==> src/rtl/subckt_pattern_gen.sv <==
// LFSR stimulus source with MISR response compaction for a sub-circuit under test.
// Define SUBCKT_PGEN_CMP_EN to add the golden_sig compare and mismatch flag.
module subckt_pattern_gen #(
    parameter int                 VEC_W  = 5,
    parameter logic [VEC_W-1:0]   TAPS   = 5'b10100,
    parameter logic [VEC_W-1:0]   SEED   = 5'b00001,
    parameter int                 CNT_W  = 10,
    parameter int                 LAT    = 2,
    parameter int                 MISR_W = 16,
    parameter logic [MISR_W-1:0]  POLY   = 16'h1021
) (
    input  logic              I1470_clk,
    input  logic              I1477_rst,
    input  logic              start,
    input  logic [CNT_W-1:0]  num_vec,
    input  logic              hold,
    input  logic              resp_in,
    output logic [VEC_W-1:0]  vec_out,
    output logic              vec_valid,
    output logic              busy,
    output logic              done,
    output logic [MISR_W-1:0] signature
`ifdef SUBCKT_PGEN_CMP_EN
    ,
    input  logic [MISR_W-1:0] golden_sig,
    output logic              mismatch
`endif
);

    localparam int DW = (LAT < 2) ? 1 : $clog2(LAT);

    typedef enum logic [1:0] {
        S_IDLE,
        S_RUN,
        S_DRAIN,
        S_DONE
    } state_t;

    state_t              state_q, state_d;
    logic [VEC_W-1:0]    lfsr_q, lfsr_d;
    logic [VEC_W-1:0]    vec_q, vec_d;
    logic [CNT_W-1:0]    cnt_q, cnt_d;
    logic [CNT_W-1:0]    num_q, num_d;
    logic [DW-1:0]       dcnt_q, dcnt_d;
    logic [LAT-1:0]      vvp_q, vvp_d;
    logic [MISR_W-1:0]   misr_q, misr_d;
    logic                accept;
    logic                issue;
    logic                fb;

    always_comb begin
        state_d = state_q;
        lfsr_d  = lfsr_q;
        vec_d   = vec_q;
        cnt_d   = cnt_q;
        num_d   = num_q;
        dcnt_d  = dcnt_q;
        misr_d  = misr_q;
        fb      = 1'b0;
        accept  = start && (state_q == S_IDLE || state_q == S_DONE);
        issue   = (state_q == S_RUN) && !hold;

        // vvp_q[0] is vec_valid; the top bit marks the capture edge
        vvp_d = (vvp_q << 1) | LAT'(issue);

        if (vvp_q[LAT-1]) begin
            fb     = misr_q[MISR_W-1] ^ resp_in;
            misr_d = {misr_q[MISR_W-2:0], 1'b0} ^ (fb ? POLY : '0);
        end

        if (issue) begin
            vec_d  = lfsr_q;
            lfsr_d = {lfsr_q[VEC_W-2:0], ^(lfsr_q & TAPS)};
            cnt_d  = cnt_q + 1'b1;
            if (cnt_d == num_q) begin
                state_d = S_DRAIN;
                dcnt_d  = '0;
            end
        end

        if (state_q == S_DRAIN) begin
            dcnt_d = dcnt_q + 1'b1;
            if (dcnt_q == DW'(LAT - 1)) begin
                state_d = S_DONE;
            end
        end

        if (accept) begin
            lfsr_d  = SEED;
            cnt_d   = '0;
            misr_d  = '0;
            num_d   = num_vec;
            state_d = (num_vec == '0) ? S_DONE : S_RUN;
        end
    end

    always_ff @(posedge I1470_clk or posedge I1477_rst) begin
        if (I1477_rst) begin
            state_q <= S_IDLE;
            lfsr_q  <= SEED;
            vec_q   <= '0;
            cnt_q   <= '0;
            num_q   <= '0;
            dcnt_q  <= '0;
            vvp_q   <= '0;
            misr_q  <= '0;
        end else begin
            state_q <= state_d;
            lfsr_q  <= lfsr_d;
            vec_q   <= vec_d;
            cnt_q   <= cnt_d;
            num_q   <= num_d;
            dcnt_q  <= dcnt_d;
            vvp_q   <= vvp_d;
            misr_q  <= misr_d;
        end
    end

    assign vec_out   = vec_q;
    assign vec_valid = vvp_q[0];
    assign busy      = (state_q == S_RUN) || (state_q == S_DRAIN);
    assign done      = (state_q == S_DONE);
    assign signature = misr_q;

`ifdef SUBCKT_PGEN_CMP_EN
    logic mis_q, mis_d;

    always_comb begin
        mis_d = mis_q;
        if (accept) begin
            mis_d = 1'b0;
        end
        // a zero-length restart from DONE also counts as a fresh entry
        if ((accept || state_q != S_DONE) && state_d == S_DONE) begin
            mis_d = (misr_d != golden_sig);
        end
    end

    always_ff @(posedge I1470_clk or posedge I1477_rst) begin
        if (I1477_rst) begin
            mis_q <= 1'b0;
        end else begin
            mis_q <= mis_d;
        end
    end

    assign mismatch = mis_q;
`endif

endmodule

==> config.mk <==
export PLATFORM = sky130hd
export DESIGN_NAME = subckt_pattern_gen
export DESIGN_NICKNAME = d
export VERILOG_FILES = /design/src/rtl/subckt_pattern_gen.sv
export SDC_FILE = /design/constraint.sdc
export NUM_CORES = 1
export LEC_CHECK = 0
export ABC_AREA = 1
export BUFFER_PORTS_ARGS = -buffer_cell sky130_fd_sc_hd__buf_2
export CAP_MARGIN = 30
export CORE_MARGIN = 2
export CORE_UTILIZATION = 32
export CTS_BUF_LIST = sky130_fd_sc_hd__clkbuf_16
export CTS_CLUSTER_DIAMETER = 150
export CTS_CLUSTER_SIZE = 25
export DETAILED_ROUTE_END_ITERATION = 6
export SLEW_MARGIN = 20
export SYNTH_ARGS = -nofsm -noshare
export SYNTH_HDL_FRONTEND = slang
export SYNTH_SLANG_ARGS = --single-unit
==> constraint.sdc <==
create_clock -name I1470_clk -period 1.5 [get_ports I1470_clk]
set_input_delay 0.15 -clock I1470_clk [delete_from_list [all_inputs] [get_ports I1470_clk]]
set_output_delay 0.15 -clock I1470_clk [all_outputs]
set_load 0.05 [all_outputs]
==> flow_metrics.tcl, run 1 <==
set metrics [dict create \
    status "finished with violations" \
    violations "negative setup slack" \
    drive_gt1_share_pct 38.8 \
    syn_to_final_growth_pct 43.4 \
    hold_class "in2reg" \
    row_count 31 \
    core_area_um2 7210 \
    fin_crit_sh_pct 113 \
    yosysMostFrequentCell "nand2_1" \
    initial_core_util_pct 32.9 \
    drv_cap 0 \
    rsz0062_at_grt "true" \
    yosysUniqueCellTypes 26 \
    critPathKind "reg2reg" \
    ys_top_cells_by_count "nand2_1, dfrtp_1, inv_1, nand3_1, o22ai_1" \
    synth-edff-count 0 \
    met3WireLength_um 152 \
    ys_ff_latch 51 \
    antenna_left 0 \
    grt_use_total_pct 14.3 \
    fillCellCount 730 \
    route.detailed.drc 0 \
    final_nets 376 \
    clkTransAtPathRegs_ps 70 \
    yosys_most_used_dff "dfrtp_1" \
    cts-buffers-inserted 5 \
    gp_congestion 0.860 \
    wl_met1_um 2620 \
    crit_required_ps 1710 \
    clk_latency_ps 290 \
    layoutNonFillerInstCount 457 \
    yosys_warnings 0 \
    avgRoutedWirePerCell_um 12.5 \
    globalRouteOverflowTotal 0 \
    power_density_nw_per_um2 2390 \
    slew_violations 0 \
    max_freq_mhz 592 \
    synth_top_area_share_pct 52.7 \
    post_synth.cell_area_avg_um2 8.43 \
    peakVddDrop_v 0.00137 \
    wl_met2_um 2750 \
    hold_violations 0 \
    reg2reg_slack_ps -190 \
    worst_pin_slew_ps 421 \
    port_buffers 38 \
    die-area_um2 8130 \
    dp_cells 434 \
    crit_arrival_ps 1900 \
    antenna_found_initial 0 \
    critPathMaxFanout 5 \
    grt_pass1_vias 2033 \
    cp-start-kind "flop" \
    utilization_pct 47.2 \
    fin_skew_ps 6.04 \
    cts.sinks 51 \
    dr.first_iter.drc_count 137 \
    seq_area_frac_synth_pct 53.8 \
    cts_tree "built" \
    ios 39 \
    synth_top_area_cell "dfrtp_1" \
    syn_nets 301 \
    p_leak_nw 1.68 \
    firstDrtPassIters 4 \
    antennaDiodeCount 0 \
    vias 2061 \
    grt_pass1_wl_um 9390 \
    slew_headroom_pct 71.8 \
    synthTopCellsByArea "dfrtp_1, nand2_1, inv_1" \
    dp.final_hpwl_um 3840 \
    synthCells 282 \
    top_layer "met4" \
    cts-htree-levels 2 \
    synthArstFlopShare_pct 100 \
    period_minus_slack_ps 1690 \
    vias_per_cell 4.51 \
    syn_area_um2 2380 \
    cts_root_buffer "clkbuf_16" \
    fp.dieW_um 90.2 \
    cp-end-kind "flop" \
    dpl_worst_slack_ps -144 \
    cts_buffer_depth 2 \
    worst_slack_ps -190 \
    drt-total-wl_um 5690 \
    grt_max_degree 52 \
    die_h_um 90.2 \
    setup_viol 19 \
]
## timing repair
action,4_1_cts,5_1_grt
setup buffers,2,10
endpoints found under the hold margin,50,0
hold buffers,1,0
pin swaps,1,6
cloned,0,3
setup endpoints to repair,34,42
gates resized for setup,14,67
## flip-flops by register name, indices dropped and copies added (netlist names)
register / count
cnt_q: 10
dcnt_q: 1
lfsr_q: 5
num_q: 10
signature: 16
state_q: 2
vec_out: 5
vvp_q: 2
## area by class of cell
class / count / area, um2 / area share, %
Clock buffer: 5 / 125 / 3.67
Clock inverter: 3 / 20.0 / 0.587
Inverter: 51 / 206 / 6.06
Multi-Input combinational cell: 176 / 1100 / 32.2
Sequential cell: 51 / 1280 / 37.5
Tap cell: 99 / 124 / 3.63
Timing Repair Buffer: 71 / 553 / 16.2
Timing Repair inverter: 1 / 6.26 / 0.184
## cell usage in the layout (no fill, tap or decap), types with 3 or more instances in the layout
master / count
buf_12: 3
inv_4: 5
nand2_1: 69
xnor2_1: 3
o22ai_2: 14
buf_6: 8
nor2_2: 4
o22ai_1: 5
o21ai_1: 7
nor2_1: 8
buf_4: 19
o21ai_0: 4
a21oi_1: 4
nor2_4: 5
dfrtp_1: 50
buf_2: 36
nand3_1: 20
inv_2: 6
o21ai_2: 7
clkbuf_16: 6
inv_1: 40
nand2_2: 8
buf_8: 3
## per-layer routing
metal,GRT usage (%),up-vias
li1,-,1044
met1,18.8,974
met2,23.2,30
met3,2.93,13
met4,5.38,0
met5,0,-
## critical path, cell delays in order, from the launching register on
cell	delay, ps
dfrtp_1	420
buf_4	150
inv_2	60
ha_4	210
nand2_4	80
inv_4	60
buf_6	120
nor2_4	190
clkinv_4	130
o22ai_2	180
## metrics by stage
stage          hold WS [ps]  power (mW)  cell area [um2]  TNS [ps]
6_report               73.8        8.15             3410     -1990
5_1_grt                99.7        8.73             3410     -4510
4_1_cts                73.8        7.25             3070      -446
3_5_place_dp            228        5.90             2860     -2220
3_3_place_gp            218        5.87             2860     -1580
2_1_floorplan           237        4.85             2400      -158
## logic make-up (layout without fill, tap and decap cells)
| logic type | count (synthesis) | in the layout | share of synthesized area [%] |
|---|---|---|---|
| xor gates and xnor gates | 5 | 5 | 1.84 |
| and+or+nand+nor | 124 | 125 | 23.5 |
| buffers and inverters | 56 | 131 | 8.90 |
| AOI/OAI and AO/OA | 42 | 42 | 9.90 |
| adders and majority gates | 4 | 4 | 2.11 |
| DFF | 51 | 51 | 53.8 |
## power by group
| group | internal (mW) | switching [mW] | total [mW] |
|---|---|---|---|
| Clock | 0.615 | 0.500 | 1.11 |
| Sequential | 1.97 | 0.386 | 2.36 |
| Combinational | 1.82 | 2.86 | 4.67 |
## final timing paths
| kind | from | endpoint | cells after the start |
|---|---|---|---|
| max | state_q[0] | cnt_q[6] | 9 |
| min | num_vec[0] | num_q[0] | 3 |
| max reg2reg | state_q[0] | cnt_q[6] | 9 |
| min reg2reg | vvp_q[0] | vvp_q[1] | 0 |
| max in group asynchronous | I1477_rst | lfsr_q[0] | 4 |
| min in group asynchronous | I1477_rst | signature[6] | 4 |
Power figures use the tool's default switching activity.
==> run 2: changes to the inputs <==
- clock period: 1.5 -> 2.1 ns (I/O delays scaled with it)
==> run 2 against run 1 <==
- the flow now finishes without violations
- first-iteration DRC count decreased by 31%
- via count down 6.5%
- core utilization fell by 7.7 points
- non-clock buffer count is 31 lower
- register-to-register slack better by 360 ps
- combinational power is 51% lower
- global-route usage down 0.81 points
- clock skew fell by 0.59 ps
- power down 40%
- routed wire length shrank 7.5%
- hold slack worse by 2.7 ps
- sequential share of layout area grew 7.3 points
- largest cell class unchanged
==> flow_metrics.tcl, run 2 (same netlist as run 1, synthesis figures left out) <==
set metrics [dict create \
    drv_cap 0 \
    cts_tree "built" \
    vias_per_cell 4.55 \
    r2r_end "cnt_q[5]" \
    die-area_um2 8130 \
    firstDrtPassIters 5 \
    dr.first_iter.drc_count 94 \
    cts-buffers-inserted 5 \
    gp_congestion 0.871 \
    grtUsageMet3_pct 2.60 \
    rsz0062_at_grt "false" \
    grt-busiest-layer "met2" \
    grt_pass1_wl_um 8890 \
    largest_reg_flops 16 \
    p_int_mw 2.59 \
    antennaDiodeCount 0 \
    reg2regPathDepth 7 \
    port_buffers 38 \
    final_nets 343 \
    antenna_found_initial 0 \
    worst_pin_slew_ps 632 \
    hold_violations 0 \
    final_common_cell "nand2_1" \
    postCtsResizedCells 0 \
    slew_headroom_pct 57.9 \
    cp-start-kind "flop" \
    switching_share_pct 47.0 \
    clkTransAtPathRegs_ps 70 \
    grt_pass1_vias 1893 \
    crit_required_ps 2310 \
    max_freq_mhz 517 \
    setup_tns_ps 0 \
    vias 1928 \
    slew_violations 0 \
    power_density_nw_per_um2 1710 \
    die_h_um 90.2 \
    ios 39 \
    place_area_um2 2690 \
    cts_setup_buffers 0 \
    p_clk_share_pct 19.1 \
    drt-total-wl_um 5270 \
    ctsHoldBuffers 0 \
    drive_gt1_share_pct 20.3 \
    cp-end-kind "flop" \
    dp.final_hpwl_um 3820 \
    initial_core_util_pct 32.9 \
    syn_to_final_growth_pct 20.2 \
    use_met2_pct 22.4 \
    peakVddDrop_v 0.000608 \
    cts-htree-levels 2 \
    p_leak_nw 1.46 \
    use_met1_pct 17.6 \
    fin_crit_sh_pct 92.1 \
    cts_buffer_depth 2 \
    fin_skew_ps 5.45 \
    fin_hold_ws_ps 71.1 \
    p_switching_mw 2.30 \
    grt_use_total_pct 13.5 \
    worst_slack_ps 166 \
    final_cell_mix "nand2_1, dfrtp_1, inv_1" \
    grt_max_degree 52 \
    clk_latency_ps 290 \
    route.detailed.drc 0 \
    dpl_worst_slack_ps 46.3 \
    fp.dieW_um 90.2 \
    crit_start "state_q[0]" \
    hold_class "in2async" \
    period_minus_slack_ps 1930 \
    critPathMaxFanout 22 \
    critPathCapture "cnt_q[5]" \
    cts.sinks 51 \
    row_count 31 \
    core_area_um2 7210 \
    final_cell_area_um2 2860 \
    avgRoutedWirePerCell_um 12.4 \
    setup_viol 0 \
    reg2reg_from "state_q[0]" \
    globalRouteOverflowTotal 0 \
    status "finished clean" \
    combPwrFrac_pct 46.6 \
    p_seq_share_pct 34.3 \
    antenna_left 0 \
    crit_arrival_ps 2140 \
    cts_root_buffer "clkbuf_16" \
    reg2reg_slack_ps 170 \
    critPathKind "reg2reg" \
]
==> run 2: changes by cell type in the layout (fill, tap and decap cells not counted), moves of 7 or more <==
cell / before / now
buf_4: 19 / 2
buf_6: 8 / 0
o21ai_0: 4 / 12
o21ai_2: 7 / 0
o22ai_1: 5 / 20
o22ai_2: 14 / 0
==> run 2: area by class of cell <==
class                      instances  area [um2]
fill                             756        4360
sequential                        51        1280
multi-input combinational        175         890
timing repair buffer              40         205
inverter                          51         191
clock buffer                       5         125
tap                               99         124
clock inverter                     3        42.5
==> run 2: worst min path at each step <==
stage                        end  slack (ps)  cells past startpoint
floorplan               vvp_q[0]         300                      1
global placement        vvp_q[1]         370                      0
detailed placement      vvp_q[1]         380                      0
CTS                 signature[3]         110                      3
global route            vvp_q[0]         140                      2
finish              signature[3]          70                      3
==> run 2: metrics by stage <==
| step | total power [mW] | utilization [%] | cells |
|---|---|---|---|
| 6_report | 4.89 | 39.6 | 424 |
| 5_1_grt | 5.23 | 39.6 | 424 |
| 4_1_cts | 4.93 | 39.5 | 424 |
| 3_5_place_dp | 3.98 | 37.2 | 416 |
| 3_3_place_gp | 3.96 | 37.2 | 416 |
| 2_1_floorplan | 3.43 | - | 282 |
==> run 2: routing by layer <==
layer	part of all wire, %	up-vias
met3	3.4	7
met4	1.5	0
met2	49	34
met1	46	911
met5	0	-
li1	-	976
==> run 2: power by group through the flow <==
stage,sequential [mW],clock (mW),combinational [mW]
final,1.68,0.932,2.28
after global routing,1.73,0.989,2.51
after CTS,1.68,0.952,2.29
after detailed placement,1.69,0,2.29
after global placement,1.68,0,2.27
after floorplan,2.26,0,1.17
==> run 2: critical path, cell delays in order, from the launching register on <==
cell	delay [ps]
dfrtp_1	410
inv_1	60
ha_1	350
nand2_4	140
inv_2	160
nor2_1	340
inv_2	190
o22ai_1	200
==> run 3: changes to the inputs <==
- ABC_AREA: 1 -> default
- clock period: 2.1 -> 1.75 ns (I/O delays scaled with it)
==> run 3 against run 2 <==
- the run now ends with negative setup slack left
- register-to-register slack worse by 370 ps
- maximum frequency is 0.86% lower
- core utilization is 2.0 points higher
- synthesized area is 5.1% higher
- synthesized cell count is 8.9% lower
- sequential share of layout area is 4.5 points lower
- critical path depth stayed put
- global-route usage is 0.35 points higher
- cell count is 1.4% lower
==> flow_metrics.tcl, run 3 <==
set metrics [dict create \
    fin_hold_ws_ps 95.0 \
    status "finished with violations" \
    antenna_found_initial 0 \
    peakVddDrop_v 0.000752 \
    ys_ff_latch 51 \
    min-delay-start "num_vec[8]" \
    drv_cap 0 \
    place_area_um2 2990 \
    cp-start-kind "flop" \
    cts-htree-levels 2 \
    reg2regPathDepth 7 \
    firstDrtPassIters 4 \
    synthCells 257 \
    cts_root_buffer "clkbuf_16" \
    cts_buffer_depth 2 \
    path_buf_inv 0 \
    fin_crit_sh_pct 111 \
    r2r_end "state_q[0]" \
    core_area_um2 7650 \
    hold_class "in2reg" \
    synth-edff-count 0 \
    seq_area_frac_synth_pct 51.2 \
    globalRouteOverflowTotal 0 \
    area.sequential_um2 1280 \
    cts.sinks 51 \
    max_stage_delay_ps 430 \
    dp_cells 409 \
    reg2reg_slack_ps -200 \
    synthTopCellsByArea "dfrtp_1, nand2_1, mux2i_1" \
    slew_headroom_pct 70.6 \
    setup_viol 3 \
    route.detailed.drc 0 \
    worst_slack_ps -201 \
    fp.dieW_um 92.3 \
    cts_tree "built" \
    syn_area_um2 2500 \
    hold_end "num_q[8]" \
    multiInputGateArea_um2 1140 \
    grt_use_total_pct 13.8 \
    worst_hold_path.num_cells 3 \
    layoutNonFillerInstCount 418 \
    clk_latency_ps 290 \
    grt_pass1_wl_um 9410 \
    critPathTopFamily "compound AO/OA/AOI/OAI gates" \
    final_common_cell "nand2_1" \
    synthArstFlopShare_pct 100 \
    critPathKind "reg2reg" \
    ys_top_cells_by_count "nand2_1, dfrtp_1, nor2_1, mux2i_1, xnor2_1" \
    dr.first_iter.drc_count 105 \
    critPathMaxFanout 2 \
    dp.final_hpwl_um 3950 \
    grt_pass1_vias 1988 \
    vias 1936 \
    drive_gt1_share_pct 28.2 \
    max_freq_mhz 513 \
    utilization_pct 41.6 \
    gp_congestion 0.846 \
    rsz0062_at_grt "true" \
    slew_violations 0 \
    die-area_um2 8520 \
    antenna_left 0 \
    syn_nets 276 \
    reg2reg_from "cnt_q[0]" \
    period_minus_slack_ps 1950 \
    cpMostUsedCell "nand4_1" \
    p_leak_nw 1.58 \
    final_cell_area_um2 3180 \
    synth_top_area_cell "dfrtp_1" \
    worstPathCellList "ha_4, xnor2_2, o2111a_1, nand4_1, nor4_2, nand4_1, a221o_1" \
    worst_pin_slew_ps 436 \
    crit_arrival_ps 2130 \
    vias_per_cell 4.63 \
    final_nets 334 \
    final_cell_mix "nand2_1, dfrtp_1, buf_2" \
    power_density_nw_per_um2 1690 \
    violations "negative setup slack" \
    post_synth.cell_area_avg_um2 9.71 \
    row_count 32 \
    setup_tns_ps -486 \
    finalPower_mw 5.39 \
    synth_top_area_share_pct 50.1 \
    avgRoutedWirePerCell_um 13.1 \
    yosysUniqueCellTypes 45 \
    yosys_most_used_dff "dfrtp_1" \
    port_buffers 38 \
    yosys_warnings 0 \
    syn_to_final_growth_pct 27.4 \
    crit_required_ps 1920 \
    die_h_um 92.3 \
    ios 39 \
    yosysMostFrequentCell "nand2_1" \
    cp-end-kind "flop" \
    cp_slowest_cell "dfrtp_2" \
    drt-total-wl_um 5490 \
    clkTransAtPathRegs_ps 70 \
    largest_reg_flops 16 \
    fillCellCount 734 \
    dpl_worst_slack_ps -157 \
    initial_core_util_pct 32.6 \
    hold_violations 0 \
    antennaDiodeCount 0 \
    cts-buffers-inserted 5 \
    fin_skew_ps 7.06 \
    grt_max_degree 34 \
]
## run 3: cell types whose count changed after synthesis, sizes merged, moves of 5 or more
| cell | before | now |
|---|---|---|
| xnor2 | 3 | 16 |
| buf | 1 | 7 |
| a21oi | 4 | 9 |
| mux2i | 0 | 16 |
| o21ai | 18 | 3 |
| o22ai | 20 | 0 |
| clkbuf | 4 | 10 |
| nand2 | 79 | 62 |
| inv | 50 | 4 |
| nor2 | 17 | 28 |
| nand3 | 22 | 3 |
## run 3: layout make-up
class / instances / area share, %
Multi-Input combinational cell: 184 / 35.9
Tap cell: 102 / 4.01
Timing Repair Buffer: 68 / 13.9
Clock buffer: 5 / 3.94
Inverter: 5 / 0.748
Clock inverter: 3 / 1.30
Sequential cell: 51 / 40.2
## run 3: layer usage
metal	global-route usage (%)	routed length [um]	up-vias
met3	2.28	177	7
met4	5.10	92	0
met2	24.0	2730	43
met1	17.2	2500	926
met5	0	0	-
li1	-	-	960
## run 3: worst register-to-register path: cells and delay by family (launching register included)
| family | cells | cell delay, ps |
|---|---|---|
| AND/OR/NAND/NOR | 3 | 460 |
| XOR/XNOR | 1 | 100 |
| adder cells (fa/ha/maj) | 1 | 290 |
| flip-flops | 1 | 430 |
| AO/OA/AOI/OAI | 2 | 550 |
## run 3: how the worst max path moves through the flow
stage                  to  depth (start not counted)  startpoint  slack, ps
2_1_floorplan  state_q[0]                          7    cnt_q[0]        -70
3_3_place_gp   state_q[0]                          7    cnt_q[0]       -130
3_5_place_dp   state_q[0]                          7    cnt_q[0]       -160
4_1_cts        state_q[0]                          7    cnt_q[0]       -170
5_1_grt        state_q[0]                          7    cnt_q[0]       -280
6_report       state_q[0]                          7    cnt_q[0]       -200
## run 3: kinds of logic (layout without fill, tap and decap cells)
logic type	after synthesis	after routing	synth area share, %
AOI/OAI and AO/OA	22	22	5.92
xor gates and xnor gates	22	22	8.02
buffers and inverters	22	81	4.51
DFF	51	51	51.2
adders and majority gates	4	4	2.01
and+or+nand+nor	119	119	21.5
muxes	17	17	6.87
## run 3: power by group
part	internal (mW)	switching, mW
registers	1.58	0.309
clock network	0.669	0.420
logic	0.842	1.57
## run 3: what timing repair did
action,in CTS,in global routing
buffers inserted,0,0
hold endpoints to repair,18,0
hold buffers,1,0
pin swaps,1,0
endpoints found under the setup margin,3,3
resized for setup,2,0
